**src/rtl/pim_cfu_sequencer.sv**
```systemverilog
// CFU-side controller for the bit-serial PIM macro: decodes CFU commands and sequences
// macro write, read and MAC phases, holding the row-wordline mask and returning results.
module pim_cfu_sequencer #(
    parameter int unsigned DWIDTH   = 32,
    parameter int unsigned AWIDTH   = 8,
    parameter int unsigned PWIDTH   = 32,
    parameter int unsigned PDEPTH   = 256,
    parameter int unsigned MAX_BITS = 32,
    parameter int unsigned DRAIN    = 2
) (
    input  logic              clk,
    input  logic              reset,
    input  logic              cmd_valid,
    output logic              cmd_ready,
    input  logic [9:0]        cmd_payload_function_id,
    input  logic [DWIDTH-1:0] cmd_payload_inputs_0,
    input  logic [DWIDTH-1:0] cmd_payload_inputs_1,
    output logic              rsp_valid,
    input  logic              rsp_ready,
    output logic [DWIDTH-1:0] rsp_payload_outputs_0,
    output logic              rsp_payload_response_ok,
    output logic [AWIDTH-1:0] pim_addr,
    output logic [PWIDTH-1:0] pim_wdata,
    output logic              pim_w_en,
    output logic              pim_p_en,
    output logic [PDEPTH-1:0] pim_rwl,
    input  logic [PWIDTH-1:0] pim_q,
    input  logic [DWIDTH-1:0] pim_mac_out,
    output logic              busy
);

    localparam int unsigned KW = (PDEPTH > 32) ? $clog2(PDEPTH / 32) : 1;
    localparam int unsigned CW = $clog2(MAX_BITS + DRAIN + 1);

    localparam logic [2:0] OP_WRITE  = 3'd0;
    localparam logic [2:0] OP_READ   = 3'd1;
    localparam logic [2:0] OP_SETRWL = 3'd2;
    localparam logic [2:0] OP_MAC    = 3'd3;
    localparam logic [2:0] OP_GETRWL = 3'd4;

    localparam logic [2:0] S_IDLE   = 3'd0;
    localparam logic [2:0] S_WRITE  = 3'd1;
    localparam logic [2:0] S_READ   = 3'd2;
    localparam logic [2:0] S_RDWAIT = 3'd3;
    localparam logic [2:0] S_RUN    = 3'd4;
    localparam logic [2:0] S_CAPT   = 3'd5;
    localparam logic [2:0] S_RESP   = 3'd6;

    logic [2:0]        state, state_n;
    logic [CW-1:0]     cnt, cnt_n;
    logic [PDEPTH-1:0] rwl_n;
    logic [AWIDTH-1:0] addr_n;
    logic [PWIDTH-1:0] wdata_n;
    logic [DWIDTH-1:0] data_n;
    logic              ok_n;

    logic              accept;
    logic [2:0]        op;
    logic [5:0]        nbits;
    logic [KW-1:0]     chunk;
    logic              unused_bits;

    assign accept      = cmd_valid & cmd_ready;
    assign op          = cmd_payload_function_id[2:0];
    assign nbits       = cmd_payload_inputs_0[5:0];
    assign chunk       = cmd_payload_inputs_1[KW-1:0];
    assign unused_bits = ^{cmd_payload_function_id[9:3], cmd_payload_inputs_1[DWIDTH-1:AWIDTH]};

    // Next-state and next-register values; response data/ok only change on entry paths to RESP.
    always_comb begin
        state_n = state;
        cnt_n   = cnt;
        rwl_n   = pim_rwl;
        addr_n  = pim_addr;
        wdata_n = pim_wdata;
        data_n  = rsp_payload_outputs_0;
        ok_n    = rsp_payload_response_ok;
        case (state)
            S_IDLE: begin
                if (accept) begin
                    data_n  = '0;
                    ok_n    = 1'b1;
                    state_n = S_RESP;
                    case (op)
                        OP_WRITE: begin
                            addr_n  = cmd_payload_inputs_1[AWIDTH-1:0];
                            wdata_n = PWIDTH'(cmd_payload_inputs_0);
                            state_n = S_WRITE;
                        end
                        OP_READ: begin
                            addr_n  = cmd_payload_inputs_1[AWIDTH-1:0];
                            state_n = S_READ;
                        end
                        OP_SETRWL: begin
                            data_n = DWIDTH'(pim_rwl[{chunk, 5'd0} +: 32]);
                            rwl_n[{chunk, 5'd0} +: 32] = 32'(cmd_payload_inputs_0);
                        end
                        OP_MAC: begin
                            if (32'(nbits) > MAX_BITS) begin
                                ok_n = 1'b0;
                            end else if (nbits != 6'd0) begin
                                cnt_n   = CW'(32'(nbits) + DRAIN);
                                state_n = S_RUN;
                            end
                        end
                        OP_GETRWL: begin
                            data_n = DWIDTH'(pim_rwl[{chunk, 5'd0} +: 32]);
                        end
                        default: begin
                            ok_n = 1'b0;
                        end
                    endcase
                end
            end
            S_WRITE:  state_n = S_RESP;
            S_READ:   state_n = S_RDWAIT;
            S_RDWAIT: begin
                data_n  = DWIDTH'(pim_q);
                state_n = S_RESP;
            end
            // p_en stays high for exactly n+DRAIN cycles, then one idle CAPT cycle
            S_RUN: begin
                cnt_n = cnt - CW'(1);
                if (cnt == CW'(1)) begin
                    state_n = S_CAPT;
                end
            end
            S_CAPT: begin
                data_n  = pim_mac_out;
                state_n = S_RESP;
            end
            S_RESP: begin
                if (rsp_ready) begin
                    state_n = S_IDLE;
                end
            end
            default: state_n = S_IDLE;
        endcase
    end

    // State and registered outputs; strobes are decoded from the next state so they align with it.
    always_ff @(posedge clk or negedge reset) begin
        if (!reset) begin
            state                   <= S_IDLE;
            cnt                     <= '0;
            pim_rwl                 <= '0;
            pim_addr                <= '0;
            pim_wdata               <= '0;
            rsp_payload_outputs_0   <= '0;
            rsp_payload_response_ok <= 1'b0;
            cmd_ready               <= 1'b0;
            rsp_valid               <= 1'b0;
            pim_w_en                <= 1'b0;
            pim_p_en                <= 1'b0;
            busy                    <= 1'b0;
        end else begin
            state                   <= state_n;
            cnt                     <= cnt_n;
            pim_rwl                 <= rwl_n;
            pim_addr                <= addr_n;
            pim_wdata               <= wdata_n;
            rsp_payload_outputs_0   <= data_n;
            rsp_payload_response_ok <= ok_n;
            cmd_ready               <= (state_n == S_IDLE);
            rsp_valid               <= (state_n == S_RESP);
            pim_w_en                <= (state_n == S_WRITE);
            pim_p_en                <= (state_n == S_RUN);
            busy                    <= (state_n != S_IDLE);
        end
    end

endmodule

```
**config.mk**
```make
export PLATFORM = sky130hd
export DESIGN_NAME = pim_cfu_sequencer
export DESIGN_NICKNAME = d
export VERILOG_FILES = /design/src/rtl/pim_cfu_sequencer.sv
export SDC_FILE = /design/constraint.sdc
export NUM_CORES = 1
export LEC_CHECK = 0
export CAP_MARGIN = 10
export CORE_MARGIN = 2
export CORE_UTILIZATION = 30
export CTS_CLUSTER_DIAMETER = 30
export DETAILED_ROUTE_END_ITERATION = 7
export GPL_ROUTABILITY_DRIVEN = 1
export PLACE_DENSITY = 0.65
export SLEW_MARGIN = 20
export SYNTH_ARGS = -nofsm -noshare
export SYNTH_HDL_FRONTEND = slang
export SYNTH_SLANG_ARGS = --single-unit
```
**constraint.sdc**
```tcl
create_clock -name clk -period 3 [get_ports clk]
set_input_delay 0.6 -clock clk [delete_from_list [all_inputs] [get_ports clk]]
set_output_delay 0.6 -clock clk [all_outputs]
set_load 0.05 [all_outputs]
```
==> key figures <==
Outcome
  – Run status: finished clean

Flow run
  – Max-cap violations: 0

Yosys
  – Count leader, synth: sky130_fd_sc_hd__dfrtp_1
  – Mean instance size in the synthesized netlist: 13.8 um2
  – Share of the synthesized area in the top cell type: 0.546
  – Ranking of synthesized cells by instance count: sky130_fd_sc_hd__dfrtp_1, sky130_fd_sc_hd__mux2_2, sky130_fd_sc_hd__nand2_1
  – Cells taking the most area after synthesis: sky130_fd_sc_hd__dfrtp_1, sky130_fd_sc_hd__mux2_2, sky130_fd_sc_hd__mux4_2, sky130_fd_sc_hd__mux2_4, sky130_fd_sc_hd__mux2i_1
  – Ys async rst share: 1.00
  – Part of the Yosys area used for sequential elements: 0.546
  – Dominant cell type by area after synthesis: sky130_fd_sc_hd__dfrtp_1
  – Number of distinct standard cells referenced by the synthesized netlist: 51
  – Dominant synthesized flop cell: sky130_fd_sc_hd__dfrtp_1
  – Post-synthesis cell area: about 16000 um2
  – Synthesized net count: 1288
  – Count of warnings emitted by yosys: 0
  – Gate Count Post-Synth: 1141
  – Number of synthesized register bits: 343
  – Number of flops mapped to enable cells by yosys: 0

Pwr
  – Total power after layout: 21.8 mW
  – Leak pwr: 11.0 nW
  – PwrDens: 894 nW/um2
  – Worst ir drop on vdd: 562 uV

Die
  – Die span in x: 233 um
  – Total die area: 54200 um2
  – Number of core rows: 83
  – Initial core utilization: 0.305
  – Core area: 51500 um2
  – IO Pins: 476
  – Vert. Die Dim: approximately 230 um

Setup path
  – Worst-path cell with the longest stage delay: sky130_fd_sc_hd__clkdlybuf4s50_1
  – Category of cells accounting for the largest share of critical-path delay: buffers and inverters
  – Critical path data arrival time: between 1.5 and 2 ns
  – Worst-path maximum fanout: 3
  – CP startpoint kind: flip-flop
  – Worst path max stage delay: between 0.9 and 1 ns
  – Crit path buf inv count: 1
  – Data required time of the critical path: 2.40 ns
  – Type of element capturing the critical path: primary output
  – Worst Setup Path Type: reg2out
  – Register-to-Register Setup Slack: between 0.4 and 0.5 ns
  – Cell-by-cell trace of the critical path: clkdlybuf4s50_1

Finish
  – Total of fill cells in the finished design: 4573
  – End-of-flow core utilization: 0.474
  – Antenna Diode Count: 0
  – Finished layout cell area: 24400 um2
  – Post-synthesis to final-layout area growth: 55.4%
  – Layout net count: 1808
  – Layout cell share with drive strength beyond 1: 0.317

Place
  – Instance area at placement: roughly 21000 um2
  – Quantity of I/O buffers inserted on ports: 444
  – Sum of net half-perimeters after detailed placement: about 42000 um
  – Weighted congestion reported at the end of routability-driven placement: 0.858

Routing
  – Detail Route Antenna Nets: 0
  – Via density per instance: 5.08
  – Avg WL per Cell: 25.1 um
  – Starting DRC count in detailed routing: 604
  – Routed WL: 60700 um
  – Count of vias placed by the detailed router: approximately 12k
  – Detailed-router iteration count before antenna repair: 5
  – Number of remaining DRC errors: 0

GRT
  – Overall overflow remaining after global route: 0
  – Pin count of the biggest net entering global routing: 71
  – GR Util All Layers: 0.223
  – Wire length of the first global-routing pass: 88500 um
  – Initial antenna violation count: 2
  – Via count of the first global-routing pass: 13.3k

Clocking
  – Clock transition at path regs: around 0.04 ns
  – Total clock buffers created by CTS: 89
  – Max Root-Sink Buffers: 3
  – # H-tree levels: 3
  – TritonCTS clock tree: built
  – Number of clock sinks: 343
  – Root Buffer: sky130_fd_sc_hd__clkbuf_16
  – Setup Fix Bufs, Post-CTS: 0
  – Number of hold-repair buffers added at the cts stage: 1
  – Worst skew pair latency: 0.62 ns
  – Count of instances resized after the clock tree is built: 0

Timing
  – Min cycle time layout: 2.54 ns
  – Hold_ws: 0.465 ns
  – Fin Clk Skew: 0.0247 ns
  – Worst-margin pin slew: 1.11 ns
  – Final setup violation count: 0
  – Tightest slew margin relative to the limit: 0.262
  – Fmax achieved: 394 MHz
  – Number of pins exceeding their max-slew limit in the final report: 0
  – Final cycle utilization of the critical path: 0.847
  – Setup repair after global routing missed its margin: no
  – Final hold violations: 0

Hold path
  – Class of the tightest hold or removal check: reg2reg
power breakdown:
group / switching (mW) / internal, mW
logic: 4.22 / 2.32
registers: 0.515 / 5.39
clock network: 2.94 / 6.46
total: 7.67 / 14.2
through the flow:
stage	setup slack, ns	setup TNS (ns)	instances
after floorplan	0.0347	0	1141
after global placement	-0.0859	-1.96	2249
after detailed placement	-0.0516	-0.888	2249
after CTS	0.421	0	2415
after global routing	0.370	0	2415
final	0.459	0	2415
area by class of cell:
class / instances / area, um2 / area share
Inverter: 9 / 33.8 / 0.00138
Clock buffer: 117 / 2470 / 0.101
Sequential cell: 343 / 8580 / 0.352
Timing Repair Buffer: 514 / 5200 / 0.213
Multi-Input combinational cell: 704 / 6740 / 0.276
Clock inverter: 48 / 537 / 0.0220
Tap cell: 680 / 851 / 0.0348
registers in the layout (all words and copies together) (netlist names):
name,cells
busy,1
cmd_ready,1
cnt,6
pim_addr,8
pim_p_en,1
pim_rwl,256
pim_w_en,1
pim_wdata,32
rsp_payload_outputs_0,32
rsp_payload_response_ok,1
rsp_valid,1
state,3
cell families (layout without fill, tap and decap cells):
family	count (synthesis)	after routing	share of synthesized area
adder cells (fa/ha/maj)	5	5	0.00398
multiplexers	358	358	0.297
buffers and inverters	94	688	0.0282
flip-flops	343	343	0.546
AO/OA/AOI/OAI	176	176	0.0733
AND/OR/NAND/NOR	161	161	0.0487
XOR/XNOR	4	4	0.00223
final timing paths:
check                                             start  cells past startpoint                 endpoint
worst min-delay path            rsp_payload_response_ok                      2  rsp_payload_response_ok
min in group asynchronous                         reset                      2              pim_rwl[88]
worst min register to register  rsp_payload_response_ok                      2  rsp_payload_response_ok
max in group asynchronous                         reset                      3             pim_rwl[104]
worst max register to register                 state[1]                      5              pim_rwl[45]
worst max-delay path                       pim_rwl[254]                      1             pim_rwl[254]
routing by layer:
| metal | part of all wire | GRT usage |
|---|---|---|
| met1 | 0.40 | 0.270 |
| met2 | 0.49 | 0.372 |
| met3 | 0.083 | 0.0752 |
| met4 | 0.028 | 0.0723 |
| met5 | 0.00036 | 0 |
layout by cell type (no fill, tap or decap), types with 11 or more instances in the layout:
| cell | netlist | layout |
|---|---|---|
| sky130_fd_sc_hd__clkbuf_8 | 0 | 14 |
| sky130_fd_sc_hd__a22o_1 | 16 | 16 |
| sky130_fd_sc_hd__buf_4 | 1 | 52 |
| sky130_fd_sc_hd__mux2_4 | 44 | 44 |
| sky130_fd_sc_hd__nand3_1 | 11 | 11 |
| sky130_fd_sc_hd__a22oi_1 | 16 | 16 |
| sky130_fd_sc_hd__mux2i_1 | 52 | 52 |
| sky130_fd_sc_hd__o21ai_0 | 59 | 59 |
| sky130_fd_sc_hd__nor2_1 | 34 | 30 |
| sky130_fd_sc_hd__a21oi_1 | 40 | 40 |
| sky130_fd_sc_hd__mux2_2 | 214 | 214 |
| sky130_fd_sc_hd__a222oi_1 | 16 | 16 |
| sky130_fd_sc_hd__clkbuf_1 | 53 | 14 |
| sky130_fd_sc_hd__buf_12 | 0 | 18 |
| sky130_fd_sc_hd__dfrtp_1 | 343 | 343 |
| sky130_fd_sc_hd__clkbuf_16 | 0 | 89 |
| sky130_fd_sc_hd__mux4_2 | 48 | 48 |
| sky130_fd_sc_hd__o211ai_1 | 16 | 16 |
| sky130_fd_sc_hd__clkdlybuf4s50_1 | 0 | 440 |
| sky130_fd_sc_hd__nand2_1 | 74 | 74 |
| sky130_fd_sc_hd__clkinv_2 | 0 | 16 |
Note: power is estimated with default switching activity, not from simulation.
